**src/rtl/tape_burst_reader.sv**
```systemverilog
// Burst-based tape image fetcher: pulls the image from DDR through the IPIF master
// in multi-word bursts into a word FIFO and presents it as a byte stream.
module tape_burst_reader #(
    parameter logic [31:0] BASE_ADDR   = 32'h0020_0000,
    parameter int          BURST_WORDS = 16,
    parameter int          FIFO_DEPTH  = 64,
    parameter bit          SWAP_BYTES  = 1'b1
) (
    input  logic        clk,
    input  logic        reset,
    input  logic        restart,
    input  logic [23:0] file_len,
    input  logic        read,
    output logic [7:0]  dout,
    output logic        empty,
    output logic        eof,
    output logic [23:0] bytes_read,
    output logic [31:0] ip2bus_mst_addr,
    output logic [11:0] ip2bus_mst_length,
    output logic        mstread_req,
    output logic        mst_type,
    output logic        mst_dst_rdy_n,
    input  logic        cmd_ack,
    input  logic        mst_src_rdy_n,
    input  logic [31:0] ip2bus_mstrd_d
);
    localparam int          AW      = $clog2(FIFO_DEPTH);
    localparam logic [6:0]  BURST_B = 7'(BURST_WORDS);
    localparam logic [22:0] BURST_W = 23'(BURST_WORDS);
    localparam logic [AW:0] DEPTH_F = (AW + 1)'(FIFO_DEPTH);
    localparam logic [AW:0] BURST_F = (AW + 1)'(BURST_WORDS);

    typedef enum logic [1:0] {IDLE, CMD, DATA, FLUSH} state_t;
    state_t state_q, state_d;

    logic        init_q;
    logic [23:0] len_q, len_eff;
    logic [22:0] words_left_q, words_init;
    logic [31:0] addr_q, cmd_addr_q;
    logic [11:0] cmd_len_q;
    logic [6:0]  beats_q, beats_d, beat_cnt_q;
    logic        flush_pend_q;
    logic [AW:0] wr_ptr_q, rd_ptr_q, fill, used;
    logic        wr_vld_q;
    logic [31:0] wr_data_q;
    logic [31:0] mem [FIFO_DEPTH];
    logic [1:0]  lane_q;
    logic [23:0] bytes_read_q;
    logic        load, beat, beat_last, launch, space_ok;
    logic        fifo_empty, pop, last_byte, pop_word;
    logic [31:0] head;
    logic [7:0]  head_byte;

    // The first cycle after reset release behaves like a restart so file_len is latched.
    assign load       = restart | init_q;
    assign len_eff    = init_q ? file_len : len_q;
    assign words_init = 23'((25'(file_len) + 25'd3) >> 2);
    assign beats_d    = (words_left_q >= BURST_W) ? BURST_B : words_left_q[6:0];

    // The word sitting in the write register still occupies a FIFO slot.
    assign fill     = wr_ptr_q - rd_ptr_q;
    assign used     = fill + {{AW{1'b0}}, wr_vld_q};
    assign space_ok = (DEPTH_F - used) >= BURST_F;

    assign beat      = ((state_q == DATA) || (state_q == FLUSH)) && !mst_src_rdy_n;
    assign beat_last = beat && (beat_cnt_q == beats_q - 7'd1);
    assign launch    = (state_q == IDLE) && (state_d == CMD);

    always_ff @(posedge clk or negedge reset) begin
        if (!reset) state_q <= IDLE;
        else        state_q <= state_d;
    end

    always_comb begin
        state_d = state_q;
        case (state_q)
            IDLE:    if (!load && (words_left_q != '0) && space_ok) state_d = CMD;
            CMD:     if (cmd_ack) state_d = (flush_pend_q || restart) ? FLUSH : DATA;
            DATA:    if (beat_last) state_d = IDLE;
                     else if (restart) state_d = FLUSH;
            FLUSH:   if (beat_last) state_d = IDLE;
            default: state_d = IDLE;
        endcase
    end

    always_comb begin
        mstread_req   = (state_q == CMD);
        mst_type      = (state_q == CMD);
        mst_dst_rdy_n = !((state_q == DATA) || (state_q == FLUSH));
    end

    always_ff @(posedge clk or negedge reset) begin
        if (!reset) begin
            init_q       <= 1'b1;
            len_q        <= '0;
            words_left_q <= '0;
            addr_q       <= BASE_ADDR;
            cmd_addr_q   <= BASE_ADDR;
            cmd_len_q    <= '0;
            beats_q      <= '0;
            beat_cnt_q   <= '0;
            flush_pend_q <= 1'b0;
        end else begin
            init_q <= 1'b0;
            if (launch) begin
                beats_q    <= beats_d;
                cmd_addr_q <= addr_q;
                cmd_len_q  <= {3'b000, beats_d, 2'b00};
            end
            if ((state_q == CMD) && cmd_ack) beat_cnt_q <= '0;
            else if (beat)                   beat_cnt_q <= beat_cnt_q + 7'd1;
            // A restart during CMD leaves the held burst to be drained as FLUSH.
            if ((state_q != CMD) || cmd_ack) flush_pend_q <= 1'b0;
            else if (restart)                flush_pend_q <= 1'b1;
            if (load) begin
                len_q        <= file_len;
                words_left_q <= words_init;
                addr_q       <= BASE_ADDR;
            end else if ((state_q == CMD) && cmd_ack && !flush_pend_q) begin
                words_left_q <= words_left_q - {16'd0, beats_q};
                addr_q       <= addr_q + {23'd0, beats_q, 2'b00};
            end
        end
    end

    assign fifo_empty = (fill == '0);
    assign eof        = (bytes_read_q == len_eff);
    assign empty      = fifo_empty | eof;
    assign pop        = read & !empty;
    assign last_byte  = ((bytes_read_q + 24'd1) == len_eff);
    assign pop_word   = pop & ((lane_q == 2'd3) | last_byte);

    always_ff @(posedge clk or negedge reset) begin
        if (!reset) begin
            wr_ptr_q     <= '0;
            rd_ptr_q     <= '0;
            wr_vld_q     <= 1'b0;
            lane_q       <= '0;
            bytes_read_q <= '0;
        end else if (load) begin
            wr_ptr_q     <= '0;
            rd_ptr_q     <= '0;
            wr_vld_q     <= 1'b0;
            lane_q       <= '0;
            bytes_read_q <= '0;
        end else begin
            wr_vld_q <= beat && (state_q == DATA);
            if (wr_vld_q) wr_ptr_q <= wr_ptr_q + 1'b1;
            if (pop_word) rd_ptr_q <= rd_ptr_q + 1'b1;
            if (pop) begin
                bytes_read_q <= bytes_read_q + 24'd1;
                lane_q       <= pop_word ? 2'd0 : lane_q + 2'd1;
            end
        end
    end

    always_ff @(posedge clk) begin
        if (beat) wr_data_q <= ip2bus_mstrd_d;
        if (wr_vld_q && !load) mem[wr_ptr_q[AW-1:0]] <= wr_data_q;
    end

    assign head = mem[rd_ptr_q[AW-1:0]];

    always_comb begin
        head_byte = '0;
        case (SWAP_BYTES ? lane_q : ~lane_q)
            2'd0: head_byte = head[7:0];
            2'd1: head_byte = head[15:8];
            2'd2: head_byte = head[23:16];
            2'd3: head_byte = head[31:24];
            default: head_byte = '0;
        endcase
    end

    assign dout              = empty ? 8'd0 : head_byte;
    assign bytes_read        = bytes_read_q;
    assign ip2bus_mst_addr   = cmd_addr_q;
    assign ip2bus_mst_length = cmd_len_q;

endmodule

```
**config.mk**
```make
export PLATFORM = sky130hd
export DESIGN_NAME = tape_burst_reader
export DESIGN_NICKNAME = d
export VERILOG_FILES = /design/src/rtl/tape_burst_reader.sv
export SDC_FILE = /design/constraint.sdc
export NUM_CORES = 2
export LEC_CHECK = 0
export CAP_MARGIN = 10
export CORE_AREA = 5 5 504 606
export CTS_BUF_LIST = sky130_fd_sc_hd__clkbuf_4
export DETAILED_ROUTE_END_ITERATION = 16
export DIE_AREA = 0 0 509 611
export PLACE_DENSITY = 0.51
export SYNTH_ARGS = -nofsm -noshare
export SYNTH_HDL_FRONTEND = slang
export SYNTH_SLANG_ARGS = --single-unit
```
**constraint.sdc**
```tcl
create_clock -name clk -period 6.1 [get_ports clk]
set_clock_uncertainty 0.15 [all_clocks]
set_input_delay 0.915 -clock clk [delete_from_list [all_inputs] [get_ports clk]]
set_output_delay 0.915 -clock clk [all_outputs]
set_load 0.005 [all_outputs]
```
# Word level (Yosys, flattened, before mapping)
# Memories as Yosys holds them, arrays and structs flattened.
# Index checks and enable logic that the tools add are counted.
# word_totals
reg_bits,202
latch_bits,0
mem_bits_rw,2048
romBits,0
input_bits,62
output_inout_bits,81
word_cells,104
n_memories,1
# classes
addsub,12
n_mul,0
div,0
order_cmp,2
eq_ne,11
shift,0
mux,31
n_bitwise,5
n_reduce_logical,27
# mem_list
memory,depth,word_bits,rd,rd_ports_with_merged_regs,wr,line_no,rtl
mem,64,32,1,0,1,46,logic [31:0] mem [FIFO_DEPTH];
# ops
operator,n
$mux W24,3
$mux W32,2
$mux W7,7
$eq A24 B24 Y1,2
$mux W23,2
$add A32 B9 Y32,1
$pmux W8 S4,1
$add A24 B2 Y25 const B,1
$add A24 B1 Y24 const B,1
$ge A23 B5 Y1 const B,1
$reduce_bool A23 Y1,1
$sub A23 B7 Y23,1
$add A7 B1 Y7 const B,3
$mux W2,8
$reduce_bool A2 Y1,6
$logic_and A1 B1 Y1,9
$eq A2 B2 Y1 const B,4
$mux W8,1
$pmux W2 S4,1
$add A7 B1 Y7,1
$eq A7 B7 Y1,1
$ge A7 B5 Y1 const B,1
$logic_not A7 Y1,1
$sub A7 B1 Y7 const B,1
other kinds (11),28

# Longest topological paths before layout
# logic_depth
depth_word,9
ltp_mapped,20
depth_no_buf,15

# Worst setup path after synthesis
# Ideal clock, no wire load.
# synth_path
path_type,register -> register
startpoint,reg rd_ptr_q[4]
endpoint,"reg cmd_addr_q[30], in the netlist ip2bus_mst_addr[30]"
setup_ns,0.125
arrival_time_ns,4.464
required_ns,5.825
path_slack_ns,1.361
path_stages_with_launch,20
path_buffers,7
synth_period_minus_slack_ns,4.739
path_cell_list,dfrtp_1 clkbuf_1 inv_1 buf_2 buf_1 clkbuf_1 clkbuf_1 ha_1 nor3_1 nor2_1 ha_1 inv_1 o21bai_1 a21oi_1 xnor2_1 xnor3_1 a221oi_2 buf_6 buf_6 mux2_2
# synth_via
elab_chain_len,9
# synth_rtl
element,line_no,rtl
start: declaration,43,"logic [AW:0] wr_ptr_q, rd_ptr_q, fill, used;"
start signal: assignment,149,if (pop_word) rd_ptr_q <= rd_ptr_q + 1'b1;
$sub A7 B7 Y7,61,assign fill = wr_ptr_q - rd_ptr_q;
$add A7 B1 Y7,62,"assign used = fill + {{AW{1'b0}}, wr_vld_q};"
$sub A7 B7 Y7,63,assign space_ok = (DEPTH_F - used) >= BURST_F;
$ge A7 B5 Y1,63,
$logic_and A1 B1 Y1,77,IDLE: if (!load && (words_left_q != '0) && space_ok) state_d = CMD;
$mux W2,77,
$pmux W2 S4,76,case (state_q)
$eq A2 B1 Y1,67,assign launch = (state_q == IDLE) && (state_d == CMD);
$logic_and A1 B1 Y1,67,
end signal: assignment,107,cmd_addr_q <= addr_q;
end: declaration,39,"logic [31:0] addr_q, cmd_addr_q;"
# No other way between the ends.
# A chain may end at the register's enable or synchronous reset.

# Final worst setup path
# layout_path
startpoint,reg rd_ptr_q[0]
endpoint,out dout[6]
# layout_via
elab_chain_len,4
word_cells_on_any_way,6
classes_between,add/sub: 1; mux: 2; bitwise: 1; reduce/logical: 1; memory: 1
# layout_rtl
element,line_no,rtl
branches (longest 3 deep; another with $mem_v2 Z64 W32),--,
$mux W8 (*),175,assign dout = empty ? 8'd0 : head_byte;
end: declaration,14,"output logic [7:0] dout,"
# Every way passes the cells marked *.

==> reports/results.ini <==
[place]
portBuffers = 135
dp_slack_ps = 373
place.gp.congestion = 0.797
dp_hpwl_um = 140000

[clocking]
tritoncts = yes
path_clk_slew_ps = 70
insertion_delay_ps = 1300
clock_sinks = 2246
cts-buffers-inserted = 600
cts.htree.levels = 6
cts_buffer_depth = 4
cts-root-buf = clkbuf_4

[logic_synthesis]
yosys-top-cells-area = edfxtp_1 (70%), mux4_2 (16%), dfrtp_1 (4.6%)
ys_types = 83
synth_edf_count = 2080
ys.flop_type = edfxtp_1
yosysSeqAreaShare_pct = 74.6
yosysTopAreaCellShare_pct = 70.0
synthArstFlopShare_pct = 7.39
postSynthCellCount = 4279
yosys_warnings = 0
syn_area_mm2 = 0.0893
postSynthAreaPerCell_um2 = 20.9
ys_seq_elements = 2246
synth_top_area_cell = edfxtp_1

[floorplan]
start_util_pct = 29.9
die_x_um = 509
core_area_mm2 = 0.298
dieArea_mm2 = 0.311
dieHeight_um = 611
placementRows = 220
ios = 143

[timing]
setup-violations-final = 0
rsz0062_at_grt = no
worst_pin_slew_ps = 1220
min_period_over_period_pct = 95.6
slew_viol_final = 0
fmax_mhz = 172
setup_ws_ps = 271
fin_setup_tns_ps = 0
hold_viol_final = 0
fin_crit_ps = 5830
slew_headroom_pct = 18.2

[routing]
drtPass1Iterations = 5
num_vias = 47300
routed_wl_um = 259000
drt_iter0_markers = 4569
drc_errors = 0
vias_per_cell = 4.98
ant_nets = 0
wire_per_inst_um = 27.2

[cells_and_area]
final_util_pct = 35.8
area_delta_synth_final_pct = 19.6
final-seq-area_mm2 = 0.0666
layout_common_cells = edfxtp_1 (2,080), clkbuf_4 (882), mux4_2 (648)
final_common_cell = edfxtp_1
fill_cells = 28100
layout-drive-gt1-share_pct = 36.8
multi_input_area_mm2 = 0.0222
nets = 5197

[hold_path]
hp-class = in2reg
hold_path.startpoint = file_len[13]

[power]
leakage_nw = 33.9
p_per_area_mw_per_mm2 = 300
peakVddDrop_uv = 135

[worst_setup_path]
crit_path_end_kind = output port
r2r_start = rd_ptr_q[0]$_DFFE_PN0P_
critPathRequiredTime_ps = 5030
crit_path_start_kind = flop
cp-startpoint = rd_ptr_q[0]$_DFFE_PN0P_
crit_arrival_ps = 4760
path_max_fanout = 15
path_class = reg2out

[grt]
grt_antenna_before_repair = 15
grt_max_degree = 73
grt_pass1_vias = 49800
gr-total-overflow = 0
grt_usage_pct = 16.4
grt_pass1_wl_um = 368000

[run_status]
status = completed

[run]
maxCapViolCount = 0

final timing paths:
| check | slack (ps) | depth (start not counted) | endpoint |
|---|---|---|---|
| min in group asynchronous | 650 | 3 | words_left_q[16]$_DFFE_PN0P_ |
| min reg2reg | 320 | 2 | len_q[7]$_DFFE_PN0N_ |
| max in group asynchronous | 3580 | 4 | addr_q[24]$_DFFE_PN0P_ |
| min | 200 | 3 | len_q[13]$_DFFE_PN0N_ |
| max | 270 | 11 | dout[6] |
| max reg2reg | 1530 | 17 | ip2bus_mst_addr[6]$_DFFE_PN0P_ |
registers in the layout, indices dropped and copies added (netlist names):
signal and flops:
mem 2048, wr_data_q 32, addr_q 30, ip2bus_mst_addr 30
bytes_read 24, len_q 24, words_left_q 23, beat_cnt_q 7
beats_q 7, rd_ptr_q 7, wr_ptr_q 7, lane_q 2
state_q 2, flush_pend_q 1, init_q 1, wr_vld_q 1
what timing repair did:
item / CTS / global route
resized for setup: 119 / 5
pin swaps: 16 / 3
setup endpoints to repair: 9 / 4
gates cloned: 25 / 0
hold buffers: 47 / 0
setup buffers: 33 / 0
hold endpoints to repair: 126 / 0
critical path, cell delays in order (launching register included):
cell and delay (ps):
dfrtp_4 410, buf_4 170, buf_16 170, buf_4 180
bufbuf_16 340, mux4_2 540, mux4_2 500, mux4_2 510
nor2b_2 170, nor3_4 100, buf_6 130, dlygate4sd2_1 250
cells by family (layout without fill, tap and decap cells):
kind of cell             after synthesis  after routing  share of synthesized area, %
buffers and inverters                285           1496                          1.38
multiplexers                         712            712                          17.1
other                                  1             18                       0.00420
AND/OR/NAND/NOR                      692            692                          3.71
flip-flops                          2246           2246                          74.6
AO/OA/AOI/OAI                        179            179                          1.29
adder cells (fa/ha/maj)               42             42                         0.614
XOR/XNOR                             122            122                          1.24
layer usage:
metal / GRT usage, % / share of wire [%]
met5: 0 / 0.0077
met4: 4.68 / 2.3
met3: 3.28 / 6.6
met2: 27.4 / 50
met1: 21.6 / 41
cell type report:
class | count | area share [%]
Sequential cell | 2246 | 62.4
Antenna cell | 10 | 0.0234
Clock buffer | 882 | 6.20
Clock inverter | 124 | 0.693
Tap cell | 3996 | 4.69
Timing Repair Buffer | 447 | 4.95
Inverter | 43 | 0.175
Multi-Input combinational cell | 1755 | 20.8
synth_stat cells, types with 3 or more instances:
cell,instances
buf_4,10
nor2_1,140
dfrtp_1,163
nand3_1,104
o21a_1,6
nor3_1,45
buf_1,39
a31oi_1,22
ha_1,39
nor4_1,16
clkbuf_1,129
inv_1,41
fa_1,3
or3_1,28
buf_6,7
o21bai_1,7
o211ai_1,6
or2_2,6
and2_1,3
o22ai_1,3
mux2_2,31
nor2b_1,15
xnor2_1,82
or4_1,16
a211oi_1,9
o31ai_1,15
buf_2,55
and4_1,4
o21ai_0,31
mux2i_1,31
or3b_2,3
a21oi_1,51
and3_1,18
nand4_1,24
a21o_1,6
dfstp_2,3
nand2_1,241
xor2_1,37
nand4b_1,3
nand3b_1,5
edfxtp_1,2080
nand2b_1,4
a21boi_0,3
mux4_2,648
per-stage QoR:
| stage | cells | cell area, um^2 | total power, mW | hold slack, ps |
|---|---|---|---|---|
| 2_1_floorplan | 4286 | 89300 | 18.6 | 288 |
| 3_3_place_gp | 8382 | 97300 | 19.2 | 298 |
| 3_5_place_dp | 8382 | 97300 | 19.3 | 305 |
| 4_1_cts | 9493 | 107000 | 32.5 | 8.49 |
| 5_1_grt | 9498 | 107000 | 33.5 | 82.4 |
| 6_report | 9503 | 107000 | 32.0 | 199 |
power by group:
part	leakage (nW)	total, mW	internal, mW	switching (mW)
clock network	4.41	13.0	6.85	6.20
logic	8.60	1.44	0.370	1.07
registers	20.9	17.5	17.4	0.118
Note: power is estimated with default switching activity, not from simulation.
